File: src/rtl/spram_uart_dump.sv
// spram_uart_dump: reads a block of 16-bit SPRAM words and streams them over a
// byte-wide uart tx channel (send/tx_data, gated by tx_ready).
// Optional build macro SPRAM_DUMP_HEX_EN: each word is sent as 4 ASCII hex chars
// plus a line feed instead of 2 raw bytes; the FSM and handshake are unchanged.
module spram_uart_dump #(
  parameter int unsigned ADDR_W     = 16,
  parameter int unsigned RD_LATENCY = 1
) (
  input  logic              clk,
  input  logic              rst_n,
  input  logic              start,
  input  logic [ADDR_W-1:0] base_addr,
  input  logic [ADDR_W-1:0] word_count,
  output logic [ADDR_W-1:0] ram_addr,
  input  logic [15:0]       ram_rdata,
  input  logic              tx_ready,
  output logic              tx_send,
  output logic [7:0]        tx_data,
  output logic              busy,
  output logic              done
);

`ifdef SPRAM_DUMP_HEX_EN
  localparam int unsigned NBYTES = 5;
`else
  localparam int unsigned NBYTES = 2;
`endif
  localparam int unsigned IDX_W  = 3;
  localparam int unsigned WAIT_W = 2;

  typedef enum logic [2:0] {
    S_IDLE, S_RD_ISSUE, S_RD_WAIT, S_LOAD, S_SEND, S_GAP, S_NEXT, S_DONE
  } state_t;

  state_t            state;
  state_t            state_next;
  logic [ADDR_W-1:0] cur_addr;
  logic [ADDR_W-1:0] remaining;
  logic [15:0]       word_q;
  logic [IDX_W-1:0]  byte_idx;
  logic [WAIT_W-1:0] wait_cnt;

  // Byte idx of a word in transmit order (high byte / MSB nibble first).
  function automatic logic [7:0] byte_sel(input logic [15:0] w, input logic [IDX_W-1:0] idx);
`ifdef SPRAM_DUMP_HEX_EN
    logic [3:0] nib;
    case (idx)
      IDX_W'(0): nib = w[15:12];
      IDX_W'(1): nib = w[11:8];
      IDX_W'(2): nib = w[7:4];
      default:   nib = w[3:0];
    endcase
    if (idx == IDX_W'(4))   byte_sel = 8'h0A;
    else if (nib < 4'd10)   byte_sel = 8'h30 + {4'h0, nib};
    else                    byte_sel = 8'h37 + {4'h0, nib};
`else
    byte_sel = (idx == '0) ? w[15:8] : w[7:0];
`endif
  endfunction

  // State register.
  always_ff @(posedge clk or negedge rst_n) begin
    if (!rst_n) state <= S_IDLE;
    else        state <= state_next;
  end

  // Next-state logic.
  always_comb begin
    state_next = state;
    case (state)
      S_IDLE:     if (start) state_next = (word_count == '0) ? S_DONE : S_RD_ISSUE;
      S_RD_ISSUE: state_next = S_RD_WAIT;
      S_RD_WAIT:  if (wait_cnt == WAIT_W'(RD_LATENCY - 1)) state_next = S_LOAD;
      S_LOAD:     state_next = S_SEND;
      S_SEND:     if (tx_ready) state_next = S_GAP;
      S_GAP:      state_next = (byte_idx == IDX_W'(NBYTES)) ? S_NEXT : S_SEND;
      S_NEXT:     state_next = (remaining == ADDR_W'(1)) ? S_DONE : S_RD_ISSUE;
      S_DONE:     state_next = S_IDLE;
      default:    state_next = S_IDLE;
    endcase
  end

  // Byte strobe is combinational so it can never fire while the uart is not ready.
  always_comb begin
    tx_send = 1'b0;
    if (state == S_SEND) tx_send = tx_ready;
  end

  // Datapath and registered outputs.
  always_ff @(posedge clk or negedge rst_n) begin
    if (!rst_n) begin
      ram_addr  <= '0;
      tx_data   <= '0;
      busy      <= 1'b0;
      done      <= 1'b0;
      cur_addr  <= '0;
      remaining <= '0;
      word_q    <= '0;
      byte_idx  <= '0;
      wait_cnt  <= '0;
    end else begin
      done     <= (state_next == S_DONE);
      busy     <= (state_next != S_IDLE);
      wait_cnt <= ((state == S_RD_WAIT) && (state_next == S_RD_WAIT)) ? wait_cnt + WAIT_W'(1) : '0;
      case (state)
        S_IDLE: begin
          if (start) begin
            cur_addr  <= base_addr;
            remaining <= word_count;
          end
        end
        S_RD_ISSUE: ram_addr <= cur_addr;
        S_LOAD: begin
          word_q   <= ram_rdata;
          byte_idx <= '0;
          tx_data  <= byte_sel(ram_rdata, '0);
        end
        S_SEND: if (tx_ready) byte_idx <= byte_idx + IDX_W'(1);
        S_GAP:  if (byte_idx != IDX_W'(NBYTES)) tx_data <= byte_sel(word_q, byte_idx);
        S_NEXT: begin
          cur_addr  <= cur_addr + ADDR_W'(1);
          remaining <= remaining - ADDR_W'(1);
        end
        default: ;
      endcase
    end
  end

endmodule
File: config.mk
export PLATFORM = sky130hd
export DESIGN_NAME = spram_uart_dump
export DESIGN_NICKNAME = d
export VERILOG_FILES = /design/src/rtl/spram_uart_dump.sv
export SDC_FILE = /design/constraint.sdc
export NUM_CORES = 1
export LEC_CHECK = 0
export CORE_UTILIZATION = 65
export DETAILED_ROUTE_END_ITERATION = 12
export DONT_BUFFER_PORTS = 1
export GPL_ROUTABILITY_DRIVEN = 0
export PLACE_DENSITY = 0.89
export REMOVE_ABC_BUFFERS = 1
export SYNTH_ARGS = -nofsm -noshare
export SYNTH_HDL_FRONTEND = slang
export SYNTH_SLANG_ARGS = --single-unit
File: constraint.sdc
create_clock -name clk -period 4.1 [get_ports clk]
set_input_delay 0.41 -clock clk [delete_from_list [all_inputs] [get_ports clk]]
set_output_delay 0.41 -clock clk [all_outputs]
set_load 0.01 [all_outputs]
======== After elaboration in Yosys (flattened, before gate mapping) ========
Cells that the tools add are included.
storage, ports and cells
  bits in registers ....................... 82
  logic and storage cells ................. 59
  output and inout port bits .............. 27
  input bits .............................. 52
cells by class
  add/subtract/negate cells ............... 4
  mux-type cells .......................... 18
  equal/unequal tests ..................... 15
  reductions and logical operators ........ 12
operator list
  operator                                                              count
  16-bit case mux with 2 select lines                                   2
  16-bit two-way mux                                                    2
  3-bit case mux with 8 select lines                                    1
  3-bit two-way mux                                                     6
  16-bit by 1-bit adder with 16-bit output, second input constant       1
  16-bit by 1-bit == test with 1-bit output, second input constant      1
  16-bit logical NOT                                                    1
  8-bit two-way mux                                                     2
  8-bit case mux with 2 select lines                                    1
  16-bit by 1-bit subtractor with 16-bit output, second input constant  1
  3-bit == test, second input constant                                  5
  3-bit by 2-bit == test with 1-bit output, second input constant       4
  3-bit logical NOT                                                     2
  2-bit != test, second input constant                                  3
  3-bit case mux with 2 select lines                                    1
  2-bit AND reduction                                                   3
  2-bit nonzero test                                                    3
  2-bit two-way mux                                                     2
  3-bit by 1-bit adder with 3-bit output, second input constant         1
  3-bit by 1-bit == test with 1-bit output, second input constant       1
  3-bit by 2-bit != test with 1-bit output, second input constant       1
  3-bit nonzero test                                                    1
  2-bit by 1-bit adder with 2-bit output, second input constant         1
  2-bit logical NOT                                                     1
  2 further kinds                                                       2

======== Depth between registers and ports, before layout ========
Gate-level depths: netlist (run 1).
  word-level depth ........................ 7
  mapped depth ............................ 7
  gate-level depth less buffers ........... 6

======== Worst setup path after synthesis (run 1) ========
No wires, ideal clock.
  kind .................................... reg-to-reg
  start point ............................. register remaining[7]
  end point ............................... register remaining[15]
  data arrival time ....................... 1.730 ns
  library setup time ...................... 0.094 ns
  buffers on the path ..................... 0
  period minus slack after synthesis ...... 1.824 ns
  path slack .............................. 2.276 ns
  data required time ...................... 4.006 ns
  cell stages (with the launch flop) ...... 5
  cell sequence ........................... dfrtp_1 or4_4 or2_4 o31a_1 a211oi_1
on the way
  longest elaborated chain between the ends .. 2
RTL lines
  what                                           RTL line  source
  start, declared                                38        logic [ADDR_W-1:0] remaining;
  start signal, assigned                         109       remaining <= word_count;
  start signal, assigned                         122       remaining <= remaining - ADDR_W'(1);
  16-bit by 1-bit subtractor with 16-bit output  122
  16-bit case mux with 2 select lines            105       case (state)
No other way between the ends.
A chain may end at the register's enable or synchronous reset.

======== Worst setup path after layout (run 1) ========
  start point ............................. register state[1]
  end point ............................... register cur_addr[13]
on the way
  longest elaborated chain between the ends .. 3
  elaborated cells on any way between the ends .. 6
RTL lines
  what                                                                  RTL line  source
  start, declared                                                       35        state_t state;
  start signal, assigned                                                64        else state <= state_next;
  3-bit == test / 3-bit logical NOT (equally long branches)             105
  2-bit nonzero test (no line) / 2-bit != test (equally long branches)  n/a
  2-bit AND reduction (no line)                                         n/a
  end signal, assigned                                                  108       cur_addr <= base_addr;
  end signal, assigned                                                  121       cur_addr <= cur_addr + ADDR_W'(1);
  end, declared                                                         37        logic [ADDR_W-1:0] cur_addr;
Parallel ways exist; a longest one is shown, timed or not.

==> impl_metrics.json, run 1 <==
{
  "run_status": "complete, no violations",
  "utilization": 0.724,
  "synth_top_cell_area_share": 0.504,
  "critPathBufInv": 0,
  "critical_path_class": "reg2reg",
  "grt_usage": 0.300,
  "fmax_mhz": 394,
  "worstSetupStartpointType": "flop",
  "ios": 79,
  "wl_met2_um": 4380,
  "grt_max_degree": 83,
  "slowest_stage": "nor3_1",
  "p_leak_nw": 1.80,
  "powerDensity_nw_per_um2": 789,
  "fin_cells": 494,
  "core_um2": 5990,
  "slew_violations": 0,
  "synth.avg_cell_area_um2": 9.69,
  "finalHoldViolCount": 0,
  "fin_skew_ns": 0.0109,
  "clock_power_share": 0.177,
  "synthTopCellsByArea": "dfrtp_1 (50%), nand2_1 (8.7%), mux2_1 (4.4%)",
  "start_util": 0.679,
  "cts_tree": "done",
  "p_sw_frac": 0.417,
  "ys.flop_type": "dfrtp_1",
  "cell_internal_pwr_w": 0.00199,
  "synth_cell_types": 57,
  "diodes": 0,
  "cts_max_path_buffers": 2,
  "drt_iter0_drc": 352,
  "wl_met1_um": 3960,
  "grt_antenna_before_repair": 0,
  "critPathArrivalTime_ns": 2.80,
  "worst-path-max-fanout": 17,
  "maxSlewHeadroom": 0.273,
  "pwr-share-seq": 0.480,
  "num-nets-final": 473,
  "portBuffers": 0,
  "vias_per_cell": 6.63,
  "path_clk_slew_ns": 0.09,
  "ant_nets": 0,
  "top_layer": "met4",
  "ctsHtreeMaxLevel": 3,
  "yosys.area.top_type": "dfrtp_1",
  "max_cap_violations": 0,
  "synth_most_common_cell": "nand2_1",
  "setup_tns_ns": 0,
  "yosys-top-cells-count": "nand2_1 (94), dfrtp_1 (82), nor2_1 (24), nand3_1 (23), mux2_1 (16)",
  "wl_met3_um": 638,
  "period_needed_ns": 2.54,
  "area_delta_synth_final_pct": 6.52,
  "crit_path_end_kind": "flop",
  "rows": 28,
  "yosys_warnings": 0,
  "hold_path.class": "in2reg",
  "cp_cell_sequence": "nand3b_1 > nor3_1 > a211oi_1 > a311oi_1",
  "irDropWorstVdd_mv": 0.542,
  "die_y_um": 81.1,
  "cts_root_buf": "clkbuf_8",
  "vias": 3275,
  "cts_sinks": 82,
  "synth_edf_count": 0,
  "hold-worst-slack_ns": 0.148,
  "yosysSeqAreaShare": 0.504,
  "worstMarginPinSlew_ns": 1.09,
  "firstDrtPassIters": 5,
  "critPathMaxStageDelay_ns": 0.78,
  "grt_pass1_vias": 3097,
  "min_period_over_period": 0.618,
  "ys_ff_latch": 82,
  "route.detailed.drc": 0,
  "ys_async_sr_fraction": 1.00,
  "rsz0062_at_grt": "false",
  "fillers": 412,
  "required_ns": 4.37,
  "dp.final_hpwl_um": 6110,
  "routedWlPerCell_um": 18.6,
  "drive_above_1_share": 0.0764,
  "p_comb_frac": 0.343,
  "p_switching_w": 0.00143,
  "die_area_um2": 6580,
  "grt_overflow": 0,
  "finalSetupViolCount": 0,
  "die_w_um": 81.1,
  "clk_latency_ns": 0.36,
  "cts_resized": 0,
  "synth_area_um2": 4070,
  "totalWireLength_um": 9170,
  "critical_path.top_delay_family": "simple AND/OR/NAND/NOR gates",
  "cts_buffers": 9,
  "place_inst": 476,
  "grt_pass1_wl_um": 14700,
  "power.total_w": 0.00342,
  "synth_cells": 420
}
## stage by stage
stage	setup slack [ns]	instance area, µm²
2_1_floorplan	1.97	3990
3_3_place_gp	1.70	4100
3_5_place_dp	1.61	4100
4_1_cts	1.59	4340
5_1_grt	1.34	4340
6_report	1.56	4340
## cell families (layout without fill, tap and decap cells)
logic type                 count (synthesis)  in the layout  share of synthesized area
AOI/OAI and AO/OA                         78             78                      0.148
xor gates and xnor gates                   2              2                    0.00430
adders and majority gates                  7              7                     0.0215
buffers and inverters                     36             35                     0.0344
DFF                                       82             82                      0.504
muxes                                     16             16                     0.0443
and+or+nand+nor                          199            199                      0.243
## path summary, 6_finish.rpt
| path | startpoint | to | slack, ns | cells past startpoint |
|---|---|---|---|---|
| max | state[1] | cur_addr[13] | 1.56 | 4 |
| max reg2reg | state[1] | cur_addr[13] | 1.56 | 4 |
| min | ram_rdata[11] | word_q[11] | 0.15 | 2 |
| min reg2reg | wait_cnt[0] | wait_cnt[0] | 0.46 | 1 |
| max in group asynchronous | rst_n | remaining[9] | 3.15 | 2 |
| min in group asynchronous | rst_n | cur_addr[4] | 0.61 | 2 |
## layout make-up
| cell class | count | area (µm²) | area share |
|---|---|---|---|
| Inverter | 15 | 56.3 | 0.0130 |
| Tap cell | 75 | 93.8 | 0.0216 |
| Sequential cell | 82 | 2050 | 0.473 |
| Clock inverter | 6 | 65.1 | 0.0150 |
| Clock buffer | 10 | 138 | 0.0317 |
| Timing Repair Buffer | 4 | 52.6 | 0.0121 |
| Multi-Input combinational cell | 302 | 1880 | 0.433 |
## power by group through the flow
stage / Clock [W] / Combinational (W) / Sequential, W
global route: 0.000636 / 0.00132 / 0.00170
finish: 0.000606 / 0.00117 / 0.00164
CTS: 0.000604 / 0.00117 / 0.00163
floorplan: 0 / 0.000911 / 0.00154
detailed placement: 0 / 0.00114 / 0.00164
global placement: 0 / 0.00107 / 0.00162
## flip-flops by register name, summed over array words and instances (netlist names)
register / count
cur_addr: 16
ram_addr: 16
remaining: 16
word_q: 16
tx_data: 8
byte_idx: 3
state: 3
wait_cnt: 2
busy: 1
done: 1
## repair_timing
item,in CTS,in global routing
buffers inserted,0,0
endpoints found under the hold margin,82,0
hold buffers,2,0
## layout by cell type (no fill, tap or decap), types with 9 or more instances in the layout
cell type  instances
nand3_1           23
dfrtp_1           82
nand2_1           94
nor3_1             9
clkbuf_8          10
mux2_1            16
o221a_1           10
nor2_1            24
o211ai_1          11
inv_1             13
## routing by layer
| layer | GRT usage | up-vias |
|---|---|---|
| met3 | 0.0798 | 21 |
| met5 | 0 | - |
| met1 | 0.407 | 1611 |
| met4 | 0.111 | 0 |
| li1 | - | 1513 |
| met2 | 0.461 | 130 |
No activity file was read; power rests on OpenSTA's default activity.
==> inputs of run 2 (changes only) <==
--- a/config.mk
+++ b/config.mk
@@ -5,11 +5,11 @@
 export SDC_FILE = /design/constraint.sdc
 export NUM_CORES = 1
 export LEC_CHECK = 0
-export CORE_UTILIZATION = 65
+export CORE_UTILIZATION = 57
 export DETAILED_ROUTE_END_ITERATION = 12
 export DONT_BUFFER_PORTS = 1
 export GPL_ROUTABILITY_DRIVEN = 0
-export PLACE_DENSITY = 0.89
+export PLACE_DENSITY = 0.83
 export REMOVE_ABC_BUFFERS = 1
 export SYNTH_ARGS = -nofsm -noshare
 export SYNTH_HDL_FRONTEND = slang
==> constraint.sdc (replaced) <==
create_clock -name clk -period 2.1 [get_ports clk]
set_input_delay 0.21 -clock clk [delete_from_list [all_inputs] [get_ports clk]]
set_output_delay 0.21 -clock clk [all_outputs]
set_load 0.01 [all_outputs]
==> run 2 against run 1 <==
Effect of this change: sequential share of layout area fell by 3.5 points; critical endpoint is now remaining[14]; sequential cell count did not move; highest routed layer unchanged; maximum frequency rose by 26%; the flow now finishes with violations (negative hold slack); largest power group unchanged.
==> impl_metrics.json, run 2 (synthesis gave the netlist of run 1 again) <==
{
  "max_cap_violations": 0,
  "vias": 3401,
  "cts_max_path_buffers": 2,
  "run_status": "finished, violations left",
  "grt_overflow": 0,
  "slew_violations": 0,
  "path_clk_slew_ns": 0.09,
  "route.detailed.drc": 0,
  "critical_path_class": "reg2reg",
  "drive_above_1_share": 0.108,
  "die_area_um2": 7480,
  "critPathArrivalTime_ns": 2.25,
  "utilization": 0.685,
  "start_util": 0.596,
  "portBuffers": 0,
  "violations": "negative hold slack",
  "reg2reg_slack_ns": 0.08,
  "totalWireLength_um": 9710,
  "vias_per_cell": 6.18,
  "layout_commonest_cell": "nand2_1",
  "diodes": 0,
  "ios": 79,
  "final_cell_mix": "nand2_1 (94), dfrtp_1 (82), nor2_1 (24)",
  "dp.final_hpwl_um": 6530,
  "worstSetupStartpointType": "flop",
  "hold_path.class": "in2async",
  "die_y_um": 86.5,
  "period_needed_ns": 2.02,
  "core_um2": 6830,
  "grt_antenna_before_repair": 0,
  "finalHoldViolCount": 82,
  "ctsHoldBuffers": 23,
  "maxSlewHeadroom": 0.592,
  "routedWlPerCell_um": 17.7,
  "drt_iter0_drc": 212,
  "worst-path-max-fanout": 4,
  "ant_nets": 0,
  "fin_skew_ns": 0.0103,
  "grt_pass1_wl_um": 15800,
  "cts_root_buf": "clkbuf_8",
  "finalSetupViolCount": 0,
  "cts_tree": "done",
  "power.total_w": 0.00680,
  "firstDrtPassIters": 5,
  "die_w_um": 86.5,
  "hold-worst-slack_ns": -0.457,
  "irDropWorstVdd_mv": 0.781,
  "grt_max_degree": 83,
  "required_ns": 2.33,
  "min_period_over_period": 0.961,
  "rsz0062_at_grt": "false",
  "crit_path_end_kind": "flop",
  "rows": 30,
  "cts_sinks": 82,
  "powerDensity_nw_per_um2": 1450,
  "cts_buffers": 9,
  "p_leak_nw": 1.96,
  "num-nets-final": 509,
  "grt_usage": 0.272,
  "worstMarginPinSlew_ns": 0.611,
  "grt_pass1_vias": 3307,
  "clk_latency_ns": 0.35,
  "ctsHtreeMaxLevel": 3,
  "fmax_mhz": 496,
  "area_delta_synth_final_pct": 14.9
}
## run 2: worst max-delay path, cell delays in order (launching register included)
cell,delay [ns]
dfrtp_1,0.42
inv_1,0.12
ha_1,0.23
or3b_2,0.47
nor4_2,0.24
o21ai_1,0.12
a221o_1,0.30
## run 2: final cells by class
type	count	area [µm²]
fill	514	2150
sequential	82	2050
multi-input combinational	302	1910
timing repair buffer	40	358
clock buffer	10	128
tap	96	120
clock inverter	5	56.3
inverter	15	56.3
## run 2: metrics by stage
stage,setup TNS [ns],instances,cell area [µm²],setup slack (ns)
global route,0,550,4680,0.00935
finish,0,550,4680,0.0820
global placement,0,510,4220,0.210
CTS,0,548,4630,0.0738
floorplan,-0.0267,399,3990,-0.0267
detailed placement,0,510,4220,0.0706
## run 2: per-layer routing
metal / vias to the layer above / track usage / wire length (µm)
met1: 1646 / 0.360 / 4090
met3: 30 / 0.0562 / 777
met2: 144 / 0.429 / 4570
met5: - / 0 / 0
li1: 1581 / - / -
met4: 0 / 0.130 / 272
## run 2: what timing repair did
item,in CTS,in global routing
endpoints found under the setup margin,0,1
buffers inserted,0,2
resized for setup,0,6
endpoints found under the hold margin,105,82
## run 2: power by group
part | total, W | switching [W] | leakage, nW | internal (W)
logic | 0.00255 | 0.00142 | 0.901 | 0.00113
registers | 0.00314 | 0.000809 | 0.966 | 0.00233
clock network | 0.00110 | 0.000563 | 0.0921 | 0.000542
total | 0.00680 | 0.00280 | 1.96 | 0.00400
## run 2: worst paths after layout
check                                endpoint  cells after the start           from
max in group asynchronous           word_q[7]                      0          rst_n
worst max-delay path            remaining[14]                      6   remaining[0]
min in group clk                 remaining[8]                      2  word_count[8]
worst max register to register  remaining[14]                      6   remaining[0]
worst min-delay path               tx_data[4]                      0          rst_n
worst min register to register    wait_cnt[0]                      1    wait_cnt[0]
==> inputs of run 3 (changes only) <==
--- a/config.mk
+++ b/config.mk
@@ -5,11 +5,10 @@
 export SDC_FILE = /design/constraint.sdc
 export NUM_CORES = 1
 export LEC_CHECK = 0
-export CORE_UTILIZATION = 57
+export CORE_UTILIZATION = 47
 export DETAILED_ROUTE_END_ITERATION = 12
-export DONT_BUFFER_PORTS = 1
 export GPL_ROUTABILITY_DRIVEN = 0
-export PLACE_DENSITY = 0.83
+export PLACE_DENSITY = 0.84
 export REMOVE_ABC_BUFFERS = 1
 export SYNTH_ARGS = -nofsm -noshare
 export SYNTH_HDL_FRONTEND = slang
==> run 3 against run 2 <==
Effect of this change: clock power increased by 21%; global-route usage decreased by 3.4 points; combinational power increased by 29%; clock skew increased by 0.0017 ns; sequential share of layout area decreased by 5.5 points; the run now ends clean; critical path depth unchanged; setup slack got worse by 0.014 ns; critical path type unchanged; highest routed layer unchanged; first-iteration DRC count increased by 17%; die area increased by 21%; total power increased by 12%; count of clock-buffer cells in the layout increased by 1; via count increased by 6.6%.
==> impl_metrics.json, run 3 (synthesis gave the netlist of run 1 again) <==
{
  "worst-path-max-fanout": 3,
  "area_delta_synth_final_pct": 31.8,
  "grt_pass1_wl_um": 16800,
  "cts_sinks": 82,
  "finalSetupViolCount": 0,
  "cts_root_buf": "clkbuf_8",
  "portBuffers": 78,
  "start_util": 0.490,
  "crit_path_end_kind": "flop",
  "die_w_um": 95.1,
  "core_um2": 8300,
  "drt_iter0_drc": 248,
  "critical_path_class": "reg2reg",
  "slowest_stage": "or4b_1",
  "layout_commonest_cell": "nand2_1",
  "required_ns": 2.35,
  "grt_overflow": 0,
  "critPathArrivalTime_ns": 2.28,
  "drive_above_1_share": 0.114,
  "setup_tns_ns": 0,
  "slew_violations": 0,
  "vias": 3627,
  "fin_cells": 623,
  "routedWlPerCell_um": 16.1,
  "worstSetupStartpointType": "flop",
  "grt_usage": 0.238,
  "utilization": 0.646,
  "rows": 33,
  "path_clk_slew_ns": 0.09,
  "fin_skew_ns": 0.0121,
  "cts_max_path_buffers": 2,
  "hold_path.class": "in2async",
  "p_leak_nw": 2.24,
  "worstMarginPinSlew_ns": 0.532,
  "final_cell_mix": "nand2_1 (94), dfrtp_1 (79), clkdlybuf4s50_1 (77)",
  "die_y_um": 95.1,
  "firstDrtPassIters": 6,
  "finalHoldViolCount": 0,
  "clk_latency_ns": 0.35,
  "diodes": 0,
  "maxSlewHeadroom": 0.645,
  "ios": 79,
  "place_area_um2": 5070,
  "fmax_mhz": 492,
  "grt_pass1_vias": 3601,
  "cts_buffers": 9,
  "ctsHtreeMaxLevel": 3,
  "ant_nets": 0,
  "min_period_over_period": 0.967,
  "grt_max_degree": 35,
  "powerDensity_nw_per_um2": 1420,
  "dp.final_hpwl_um": 7240,
  "run_status": "complete, no violations",
  "cp_cell_sequence": "inv_1 > ha_1 > or4b_1 > nor4_4 > a22oi_1 > nor4_1",
  "irDropWorstVdd_mv": 0.713,
  "rsz0062_at_grt": "false",
  "critPathMaxStageDelay_ns": 0.49,
  "final_cell_area_um2": 5360,
  "cts_tree": "done",
  "place_inst": 603,
  "hold-worst-slack_ns": 0.317,
  "vias_per_cell": 5.82,
  "grt_antenna_before_repair": 0,
  "route.detailed.drc": 0,
  "period_needed_ns": 2.03,
  "critPathBufInv": 1,
  "fillers": 653,
  "max_cap_violations": 0,
  "die_area_um2": 9040,
  "critical_path.top_delay_family": "simple AND/OR/NAND/NOR gates",
  "totalWireLength_um": 10000,
  "num-nets-final": 572
}
[run 3: cell count changes in the layout (fill, tap and decap cells not counted), sizes merged]
cell / previous run / this run
clkdlybuf4s50: 0 / 77
bufinv: 1 / 2
clkinvlp: 1 / 2
clkbuf: 10 / 11
clkinv: 3 / 0
dlygate4sd3: 23 / 1
inv: 15 / 16
buf: 17 / 25
[run 3: area by class of cell]
type	instances	area [µm²]	share of cell area
flip-flops and latches	82	2060	0.383
multi-input cells	302	1900	0.355
repair buffers	103	981	0.183
clock buffers	11	151	0.0282
well taps	105	131	0.0245
clock inverters	5	83.8	0.0156
inverters	15	56.3	0.0105
[run 3: where the power goes]
group	switching, W	internal [W]	total [W]
clock network	0.000587	0.000739	0.00133
registers	0.000655	0.00233	0.00299
logic	0.00167	0.00162	0.00329
[run 3: metal layers]
metal  track usage  share of wire
met5             0              0
met4        0.0720          0.013
met3        0.0526          0.060
met2         0.399           0.50
met1         0.308           0.43
[run 3: final timing paths]
check	start	endpoint	slack, ns	cells after the start
max reg2reg	remaining[1]	done	0.07	6
min	rst_n	word_q[0]	0.32	2
min in group clk	ram_rdata[0]	word_q[0]	0.38	3
max in group asynchronous	rst_n	remaining[12]	1.17	3
min reg2reg	wait_cnt[0]	wait_cnt[0]	0.43	1
max	remaining[1]	done	0.07	6
[run 3: repair_timing]
| action | 4_1_cts | 5_1_grt |
|---|---|---|
| gates resized for setup | 3 | 4 |
| hold buffers | 1 | 0 |
| buffers inserted | 2 | 1 |
| setup endpoints to repair | 1 | 4 |
| pin swaps | 0 | 0 |
| endpoints found under the hold margin | 29 | 0 |
[run 3: metrics by stage]
step           setup slack (ns)  power, W
5_1_grt                 0.00925   0.00819
3_5_place_dp             0.0336   0.00619
6_report                 0.0683   0.00761
2_1_floorplan           -0.0267   0.00478
3_3_place_gp              0.149   0.00602
4_1_cts                 0.00457   0.00757
